### src/rtl/reg_share_arbiter.sv
// Round-robin owner arbiter and write sequencer for one shared W-bit register.
// Optional forced release after MAX_HOLD grant cycles: define ARB_TIMEOUT_EN.
module reg_share_arbiter #(
  parameter int N        = 4,
  parameter int W        = 8,
  parameter int MAX_HOLD = 16
) (
  input  logic                 C,
  input  logic                 R,
  input  logic [N-1:0]         REQ,
  input  logic [N-1:0]         WE,
  input  logic [N*W-1:0]       DIN,
  output logic [N-1:0]         GNT,
  output logic [W-1:0]         Q,
  output logic                 BUSY,
  output logic [$clog2(N)-1:0] OWNER,
  output logic                 TO
);

  localparam int IW = $clog2(N);

  typedef enum logic [1:0] {
    ST_IDLE    = 2'd0,
    ST_GRANT   = 2'd1,
    ST_RELEASE = 2'd2
  } state_t;

  state_t          r_state;
  logic [IW-1:0]   r_ptr;
  logic [IW-1:0]   r_owner;
  logic [N-1:0]    r_gnt;
  logic [W-1:0]    r_q;
  logic            r_busy;

  logic            w_found;
  logic [IW-1:0]   w_sel;
  logic [IW-1:0]   w_idx;
  logic [N-1:0]    w_onehot;

`ifdef ARB_TIMEOUT_EN
  localparam int HW = $clog2(MAX_HOLD + 1);
  logic [HW-1:0]   r_hold;
  logic            r_to;
`endif

  // First requester found walking upward from the slot after the last owner.
  always_comb begin
    w_found  = 1'b0;
    w_sel    = '0;
    w_idx    = r_ptr;
    w_onehot = '0;
    for (int k = 0; k < N; k++) begin
      if (w_idx == IW'(N - 1)) begin
        w_idx = '0;
      end else begin
        w_idx = w_idx + IW'(1);
      end
      if (!w_found && REQ[w_idx]) begin
        w_found = 1'b1;
        w_sel   = w_idx;
      end else begin
        w_found = w_found;
      end
    end
    w_onehot[w_sel] = 1'b1;
  end

  // Ownership FSM; grant, busy, owner, timeout pulse and the shared register.
  always_ff @(posedge C) begin
    if (!R) begin
      r_state <= ST_IDLE;
      r_ptr   <= IW'(N - 1);
      r_owner <= '0;
      r_gnt   <= '0;
      r_q     <= '0;
      r_busy  <= 1'b0;
`ifdef ARB_TIMEOUT_EN
      r_hold  <= '0;
      r_to    <= 1'b0;
`endif
    end else begin
`ifdef ARB_TIMEOUT_EN
      r_to <= 1'b0;
`endif
      case (r_state)
        ST_IDLE: begin
          if (w_found) begin
            r_gnt   <= w_onehot;
            r_owner <= w_sel;
            r_busy  <= 1'b1;
            r_state <= ST_GRANT;
`ifdef ARB_TIMEOUT_EN
            r_hold  <= '0;
`endif
          end
        end
        ST_GRANT: begin
          // Write on the releasing edge is still honoured: state is GRANT here.
          if (WE[r_owner]) begin
            r_q <= DIN[r_owner*W +: W];
          end
          if (!REQ[r_owner]) begin
            r_gnt   <= '0;
            r_busy  <= 1'b0;
            r_ptr   <= r_owner;
            r_state <= ST_RELEASE;
          end
`ifdef ARB_TIMEOUT_EN
          else if (r_hold == HW'(MAX_HOLD - 1)) begin
            r_gnt   <= '0;
            r_busy  <= 1'b0;
            r_ptr   <= r_owner;
            r_to    <= 1'b1;
            r_state <= ST_RELEASE;
          end else begin
            r_hold <= r_hold + HW'(1);
          end
`endif
        end
        ST_RELEASE: begin
          r_state <= ST_IDLE;
        end
        default: begin
          r_state <= ST_IDLE;
          r_gnt   <= '0;
          r_busy  <= 1'b0;
        end
      endcase
    end
  end

  assign GNT   = r_gnt;
  assign Q     = r_q;
  assign BUSY  = r_busy;
  assign OWNER = r_owner;
`ifdef ARB_TIMEOUT_EN
  assign TO    = r_to;
`else
  assign TO    = 1'b0;
`endif

endmodule

### config.mk
export PLATFORM = sky130hd
export DESIGN_NAME = reg_share_arbiter
export DESIGN_NICKNAME = d
export VERILOG_FILES = /design/src/rtl/reg_share_arbiter.sv
export SDC_FILE = /design/constraint.sdc
export NUM_CORES = 1
export LEC_CHECK = 0
export CAP_MARGIN = 20
export CORE_MARGIN = 3
export CORE_UTILIZATION = 35
export CTS_BUF_LIST = sky130_fd_sc_hd__clkbuf_2
export DETAILED_ROUTE_END_ITERATION = 8
export DONT_BUFFER_PORTS = 1
export HOLD_SLACK_MARGIN = 0.02
export SLEW_MARGIN = 40
export SYNTH_ARGS = -nofsm -noshare
export SYNTH_HDL_FRONTEND = slang
export SYNTH_SLANG_ARGS = --single-unit
### constraint.sdc
create_clock -name C -period 3.11 [get_ports C]
set_input_delay 0.622 -clock C [delete_from_list [all_inputs] [get_ports C]]
set_output_delay 0.622 -clock C [all_outputs]
set_load 0.05 [all_outputs]
==> results of run 1 <==
## logic make-up (layout without fill, tap and decap cells)
| logic type | Yosys count | in the layout |
|---|---|---|
| AOI/OAI and AO/OA | 16 | 16 |
| muxes | 22 | 22 |
| buffers and inverters | 6 | 6 |
| DFF | 19 | 19 |
| adders and majority gates | 1 | 1 |
| and+or+nand+nor | 32 | 32 |
| other | 1 | 1 |
## registers in the layout (all words and copies together), names as in the netlist
| signal | flops |
|---|---|
| r_state | 2 |
| GNT | 4 |
| Q | 8 |
| OWNER | 2 |
| r_ptr | 2 |
| BUSY | 1 |
## cell type report
type                       count  area (um^2)  share of cell area (%)
sequential                    19          380                    32.4
clock buffer                   4         20.0                    1.71
timing repair buffer           2         15.0                    1.28
multi-input combinational     72          706                    60.1
tap                           42         52.6                    4.48
## worst max-delay path: stages (launching register included)
cell and delay (ps):
sky130_fd_sc_hd__dfxtp_1 460, sky130_fd_sc_hd__ha_1 320, sky130_fd_sc_hd__nor3_1 200, sky130_fd_sc_hd__a21oi_1 60
sky130_fd_sc_hd__a211oi_1 540, sky130_fd_sc_hd__a31o_2 230
## per-layer routing
| metal | wire length (um) | vias up |
|---|---|---|
| li1 | - | 377 |
| met5 | 0 | - |
| met2 | 1110 | 45 |
| met4 | 7 | 0 |
| met1 | 1020 | 383 |
| met3 | 298 | 2 |
## through the flow
stage	std cells	hold WS, ps	setup WS [ps]	utilization (%)	area (um^2)
after floorplan	97	446	1130	-	1120
after global placement	135	481	1360	39.8	1150
after detailed placement	135	479	1310	39.8	1150
after CTS	139	356	1260	40.5	1170
after global routing	139	320	1110	40.5	1170
final	139	367	1270	40.5	1170
## path summary, 6_finish.rpt
check | cells after the start | slack, ps | start | end
worst max-delay path | 5 | 1270 | r_ptr[0] | OWNER[0]
worst min-delay path | 1 | 370 | R | r_ptr[1]
worst max register to register | 5 | 1270 | r_ptr[0] | OWNER[0]
worst min register to register | 2 | 510 | r_ptr[1] | r_ptr[1]
## power by group
part	total [mW]	internal (mW)	leakage [nW]	switching, mW
clock network	0.109	0.0341	0.0166	0.0750
registers	0.361	0.271	0.156	0.0902
logic	0.187	0.0959	0.271	0.0908
total	0.657	0.401	0.443	0.256
## cell usage in the layout (no fill, tap or decap), types with 2 or more instances in the layout
master	instances
sky130_fd_sc_hd__dfxtp_1	19
sky130_fd_sc_hd__mux2i_1	11
sky130_fd_sc_hd__nor2b_1	9
sky130_fd_sc_hd__mux4_2	9
sky130_fd_sc_hd__nand2_1	4
sky130_fd_sc_hd__clkbuf_2	4
sky130_fd_sc_hd__nor2_1	3
sky130_fd_sc_hd__nor4_1	2
sky130_fd_sc_hd__nand3_1	2
sky130_fd_sc_hd__nand2b_1	2
sky130_fd_sc_hd__a21oi_1	2
sky130_fd_sc_hd__and3_1	2
sky130_fd_sc_hd__a22o_1	2
sky130_fd_sc_hd__o2bb2ai_1	2
sky130_fd_sc_hd__and2_1	2
sky130_fd_sc_hd__buf_4	2
==> summary.json, run 1 <==
{
  "synthesis": {
    "synth-main-ff-cell": "sky130_fd_sc_hd__dfxtp_1",
    "yosysSeqAreaShare_pct": 33.8,
    "syn-num-nets": 140,
    "synth_top_area_cell": "sky130_fd_sc_hd__dfxtp_1",
    "syn-instance-count": 97,
    "muxShareOfSynthArea_pct": 31.1,
    "synth_adder_area_share_pct": 1.11,
    "synth_most_common_cell": "sky130_fd_sc_hd__dfxtp_1",
    "yosys-top-cells-area": "sky130_fd_sc_hd__dfxtp_1 (34%), sky130_fd_sc_hd__mux4_2 (18%), sky130_fd_sc_hd__mux2i_1 (9.8%)",
    "synth-compound-area-share_pct": 12.3,
    "netlist_area_mm2": 0.00112,
    "synth_async_sr_flop_share_pct": 0,
    "synth_seq_cells": 19,
    "yosys.area_share.xor_xnor_pct": 0,
    "yosys_warnings": 0,
    "synth_enable_flop_cells": 0,
    "synth_simple_gate_area_share_pct": 17.8,
    "number_of_different_library_cells_in_the_post_synthesis_netlist": 38,
    "main_combinational_cell_family_by_area_after_synthesis": "multiplexers",
    "ys_top_cells_by_count": "sky130_fd_sc_hd__dfxtp_1 (19), sky130_fd_sc_hd__mux2i_1 (11), sky130_fd_sc_hd__mux4_2 (9), sky130_fd_sc_hd__nor2b_1 (9), sky130_fd_sc_hd__nand2_1 (4)",
    "synth.top_cell.area_share_pct": 33.8,
    "syn_avg_cell_area_um2": 11.6
  },
  "setup_path": {
    "worst_endpoint_required_time_ps": 3380,
    "critical_path_class": "reg2reg",
    "crit_arrival_ps": 2110,
    "crit_path_end_kind": "flop",
    "critPathMaxFanout": 6,
    "worst_setup_path_start_kind": "flop"
  },
  "sta": {
    "max_freq_mhz": 543,
    "max_slew_margin_pct": 54.3,
    "fin_worst_skew_ps": 2.62,
    "final.setup.tns_ps": 0,
    "period_needed_ps": 1840,
    "finalHoldViolations": 0,
    "timing.final.crit_share_pct": 59.2,
    "worst-slew-pin-transition_ps": 681,
    "unrepaired_setup_endpoints_after_global_routing": "false",
    "timing.final.max_slew_violations": 0,
    "setup_violations": 0
  },
  "die": {
    "num_rows": 19,
    "die-height_um": 62.7,
    "core_region_area_mm2": 0.00290,
    "initial_core_util_pct": 38.8,
    "die_area_mm2": 0.00393,
    "floorplan.die.width_um": 62.7,
    "boundaryPins": 58
  },
  "detailed_routing": {
    "routed_wirelength_um": 2440,
    "antenna_violating_nets_post_route": 0,
    "wire_per_inst_um": 17.5,
    "detail_route.first_pass.iterations": 4,
    "drt_via_density": 5.81,
    "vias": 807,
    "drt_iter0_drc": 11,
    "drc_errors": 0
  },
  "global_routing": {
    "global_route.usage.met3_pct": 7.37,
    "grt-ovfl-total": 0,
    "grt_util_met2_pct": 20.4,
    "first_global_vias": 765,
    "grt_util_all_layers_pct": 12.5,
    "pin_count_of_the_biggest_net_entering_global_routing": 23,
    "grt_busiest_layer": "met2",
    "grt_antenna_before_repair": 0,
    "groute.layer.met1.usage_pct": 14.3,
    "global_route_wire_length_before_repair_um": 3950
  },
  "pwr": {
    "power_per_cell_area_mw_per_mm2": 560,
    "p_total_mw": 0.657,
    "power.ir.vdd_worst_mv": 0.349,
    "cellLeakagePower_nw": 0.443
  },
  "min_path": {
    "hp-class": "in2reg"
  },
  "cells_and_area": {
    "nets": 141,
    "layout-drive-gt1-share_pct": 22.7,
    "antenna-diode-count": 0,
    "syn2layout_area_growth_pct": 4.34,
    "layout.filler_cells": 302
  },
  "run": {
    "max-cap-violations": 0
  },
  "clock_tree": {
    "clkSlewWorstSetupHoldPaths_ps": 180,
    "cts.path.max_buffers": 2,
    "post_cts_hold_buffer_count": 0,
    "cts_repair_resize_count": 0,
    "cts_inserted_buffers": 3,
    "htree_levels": 1,
    "root_buffer": "sky130_fd_sc_hd__clkbuf_2",
    "tritoncts": "yes",
    "clkLatencyLatePin_ps": 300,
    "cts_num_sinks": 19,
    "postCtsSetupRepairBufs": 0
  },
  "placement": {
    "io_buffers": 0,
    "gp_congestion": 0.654,
    "dp.final_hpwl_um": 1830
  },
  "status": {
    "status": "finished clean"
  }
}
(Power assumes the default switching activity.)
==> inputs of run 2 (changes only) <==
==> constraint.sdc (replaced) <==
create_clock -name C -period 1.85 [get_ports C]
set_input_delay 0.37 -clock C [delete_from_list [all_inputs] [get_ports C]]
set_output_delay 0.37 -clock C [all_outputs]
set_load 0.05 [all_outputs]
==> run 2 against run 1 <==
Against the previous run: sequential share of layout area fell by 0.27 points; wire length rose by 0.57%; power rose by 70%; final cell count rose by 1.4%; global-route usage rose by 0.46 points; sequential cell count did not move; clock-buffer cell count did not move; fmax rose by 5.7%; via count fell by 3.6%; hold slack got worse by 260 ps; combinational power rose by 73%.
==> summary.json, run 2 (synthesized netlist as in run 1, its figures left out) <==
{
  "clock_tree": {
    "root_buffer": "sky130_fd_sc_hd__clkbuf_2",
    "clkLatencyLatePin": {"value": 310, "unit": "ps", "change": "about the same"},
    "cts.path.max_buffers": {"value": 2, "change": "unchanged"},
    "post_cts_hold_buffer_count": {"value": 0, "change": "unchanged"},
    "postCtsSetupRepairBufs": {"value": 0, "change": "unchanged"},
    "cts_inserted_buffers": {"value": 3, "change": "unchanged"},
    "cts_num_sinks": {"value": 19, "change": "unchanged"},
    "clkSlewWorstSetupHoldPaths": {"value": 180, "unit": "ps", "change": "about the same"},
    "tritoncts": "yes",
    "cts_repair_resize_count": {"value": 0, "change": "unchanged"},
    "htree_levels": {"value": 1, "change": "unchanged"}
  },
  "cells_and_area": {
    "final_design_area_no_fill": {"value": 0.00119, "unit": "mm^2", "change": "+1.5%"},
    "layout-drive-gt1-share": {"value": 26.3, "unit": "%", "change": "+3.6 points"},
    "largest_register_ff_count": {"value": 8, "change": "unchanged"},
    "syn2layout_area_growth_pct": 5.90,
    "antenna-diode-count": {"value": 0, "change": "unchanged"},
    "layout.filler_cells": {"value": 301, "change": "-0.33%"},
    "nets": {"value": 143, "change": "+1.4%"},
    "area_of_combinational_cells_with_multiple_inputs": {"value": 706, "unit": "um^2", "change": "unchanged"},
    "most_common_cell_after_layout_fill_and_taps_aside": "sky130_fd_sc_hd__dfxtp_1",
    "layout.cells.most_common_list": "sky130_fd_sc_hd__dfxtp_1 (17), sky130_fd_sc_hd__mux2i_1 (11), sky130_fd_sc_hd__nor2b_1 (9), sky130_fd_sc_hd__mux4_2 (9)",
    "area.sequential": {"value": 383, "unit": "um^2", "change": "+0.66%"}
  },
  "setup_path": {
    "worstPathBufferInverterCount": {"value": 0, "change": "unchanged"},
    "crit_path_end_kind": "flop",
    "crit_arrival": {"value": 1960, "unit": "ps", "change": "-150 ps"},
    "regToRegSetupSlack": {"value": 110, "unit": "ps", "change": "-1160 ps"},
    "worst_setup_path_start_kind": "flop",
    "critical_path_class": "reg2reg",
    "timing.critical_path.slowest_cell_delay": {"value": 390, "unit": "ps", "change": "-150 ps"},
    "critPathTopFamily": "simple AND/OR/NAND/NOR gates",
    "critical_path.cell_chain": "ha_1 -> nor4_1 -> o32ai_1 -> and3_1 -> a22o_1",
    "critPathSlowestCell": "sky130_fd_sc_hd__dfxtp_1",
    "worst_endpoint_required_time": {"value": 2070, "unit": "ps", "change": "-1310 ps"},
    "critPathMaxFanout": {"value": 6, "change": "unchanged"}
  },
  "run": {
    "max-cap-violations": {"value": 0, "change": "unchanged"}
  },
  "sta": {
    "timing.final.crit_share": {"value": 94.2, "unit": "%", "change": "+35 points"},
    "max_slew_margin": {"value": 58.0, "unit": "%", "change": "+3.6 points"},
    "finalHoldViolations": {"value": 0, "change": "unchanged"},
    "fin_worst_skew": {"value": 11.6, "unit": "ps", "change": "+9.00 ps"},
    "unrepaired_setup_endpoints_after_global_routing": "false",
    "setup_violations": {"value": 0, "change": "unchanged"},
    "final.setup.tns": {"value": 0, "unit": "ps", "change": "unchanged"},
    "worst-slew-pin-transition": {"value": 627, "unit": "ps", "change": "-54.2 ps"},
    "max_freq": {"value": 574, "unit": "MHz", "change": "+5.7%"},
    "timing.final.max_slew_violations": {"value": 0, "change": "unchanged"},
    "period_needed": {"value": 1740, "unit": "ps", "change": "-99.0 ps"}
  },
  "detailed_routing": {
    "wire_per_inst": {"value": 17.4, "unit": "um", "change": "-0.85%"},
    "drc_errors": {"value": 0, "change": "unchanged"},
    "detail_route.first_pass.iterations": {"value": 4, "change": "unchanged"},
    "routed_wirelength": {"value": 2450, "unit": "um", "change": "+0.57%"},
    "antenna_violating_nets_post_route": {"value": 0, "change": "unchanged"},
    "drt_via_density": {"value": 5.52, "change": "-5.0%"},
    "vias": {"value": 778, "change": "-3.6%"},
    "drt_iter0_drc": {"value": 27, "change": "+16"}
  },
  "pwr": {
    "pwr-share-comb": {"value": 29.0, "unit": "%", "change": "+0.6 points"},
    "p_seq_share": {"value": 54.5, "unit": "%", "change": "-0.5 points"},
    "cellLeakagePower": {"value": 0.455, "unit": "nW", "change": "+2.5%"},
    "pwr-share-clk": {"value": 16.5, "unit": "%", "change": "about the same"},
    "netSwitchingFraction": {"value": 38.7, "unit": "%", "change": "-0.24 points"},
    "power.ir.vdd_worst": {"value": 0.517, "unit": "mV", "change": "+48%"},
    "p_total": {"value": 1.12, "unit": "mW", "change": "+70%"},
    "power_per_cell_area": {"value": 937, "unit": "mW/mm^2", "change": "+67%"},
    "p_sw": {"value": 0.432, "unit": "mW", "change": "+69%"},
    "power_report.internal_total": {"value": 0.684, "unit": "mW", "change": "+70%"}
  },
  "die": {
    "boundaryPins": {"value": 58, "change": "unchanged"},
    "initial_core_util": {"value": 38.8, "unit": "%", "change": "unchanged"},
    "num_rows": {"value": 19, "change": "unchanged"},
    "die-height": {"value": 62.7, "unit": "um", "change": "unchanged"},
    "die_area": {"value": 0.00393, "unit": "mm^2", "change": "unchanged"},
    "floorplan.die.width": {"value": 62.7, "unit": "um", "change": "unchanged"},
    "core_region_area": {"value": 0.00290, "unit": "mm^2", "change": "unchanged"}
  },
  "global_routing": {
    "grt-ovfl-total": {"value": 0, "change": "unchanged"},
    "grt_antenna_before_repair": {"value": 0, "change": "unchanged"},
    "grt_util_all_layers": {"value": 12.9, "unit": "%", "change": "+0.46 points"},
    "pin_count_of_the_biggest_net_entering_global_routing": {"value": 23, "change": "unchanged"},
    "global_route_wire_length_before_repair": {"value": 4070, "unit": "um", "change": "+3.0%"},
    "first_global_vias": {"value": 857, "change": "+12%"}
  },
  "min_path": {
    "hp-class": "in2reg"
  },
  "placement": {
    "dpl-instance-area": {"value": 0.00117, "unit": "mm^2", "change": "+1.5%"},
    "io_buffers": {"value": 0, "change": "unchanged"},
    "dp.final_hpwl": {"value": 1940, "unit": "um", "change": "+5.9%"},
    "gp_congestion": {"value": 0.680, "change": "+4.0%"}
  },
  "status": {
    "status": "finished clean"
  }
}
## run 2: changes by cell type in the layout (fill, tap and decap cells not counted)
cell	before	now
sky130_fd_sc_hd__dfxtp_1	19	17
sky130_fd_sc_hd__buf_4	2	4
sky130_fd_sc_hd__dfxtp_2	0	2
## run 2: per-layer routing
| metal | vias up | GRT usage [%] | wire length (um) |
|---|---|---|---|
| met4 | 0 | 1.65 | 12 |
| met1 | 357 | 13.6 | 970 |
| met3 | 4 | 6.65 | 278 |
| li1 | 376 | - | - |
| met2 | 41 | 23.4 | 1190 |
| met5 | - | 0 | 0 |
## run 2: layout make-up
class | instances | share of cell area [%]
multi-input combinational | 72 | 59.2
sequential | 19 | 32.1
tap | 42 | 4.41
timing repair buffer | 4 | 2.52
clock buffer | 4 | 1.68
## run 2: path summary, 6_finish.rpt
path	start	to	cells after the start
max	r_ptr[0]	GNT[1]	5
min	R	r_ptr[1]	1
max reg2reg	r_ptr[0]	GNT[1]	5
min reg2reg	r_ptr[1]	r_ptr[1]	2
## run 2: metrics by stage
step | hold WS, ps | worst slack [ps] | utilization [%] | cells
6_report | 104 | 107 | 41.1 | 141
5_1_grt | 59.3 | 25.1 | 41.1 | 141
2_1_floorplan | 446 | 50.9 | - | 97
4_1_cts | 74.3 | 129 | 41.1 | 141
3_5_place_dp | 441 | 155 | 40.4 | 137
3_3_place_gp | 436 | 212 | 40.4 | 137
## run 2: power by group through the flow
| stage | Combinational (mW) | Clock (mW) | Sequential (mW) |
|---|---|---|---|
| 2_1_floorplan | 0.271 | 0 | 0.623 |
| 3_3_place_gp | 0.317 | 0 | 0.618 |
| 3_5_place_dp | 0.328 | 0 | 0.619 |
| 4_1_cts | 0.329 | 0.198 | 0.610 |
| 5_1_grt | 0.356 | 0.219 | 0.616 |
| 6_report | 0.323 | 0.184 | 0.608 |
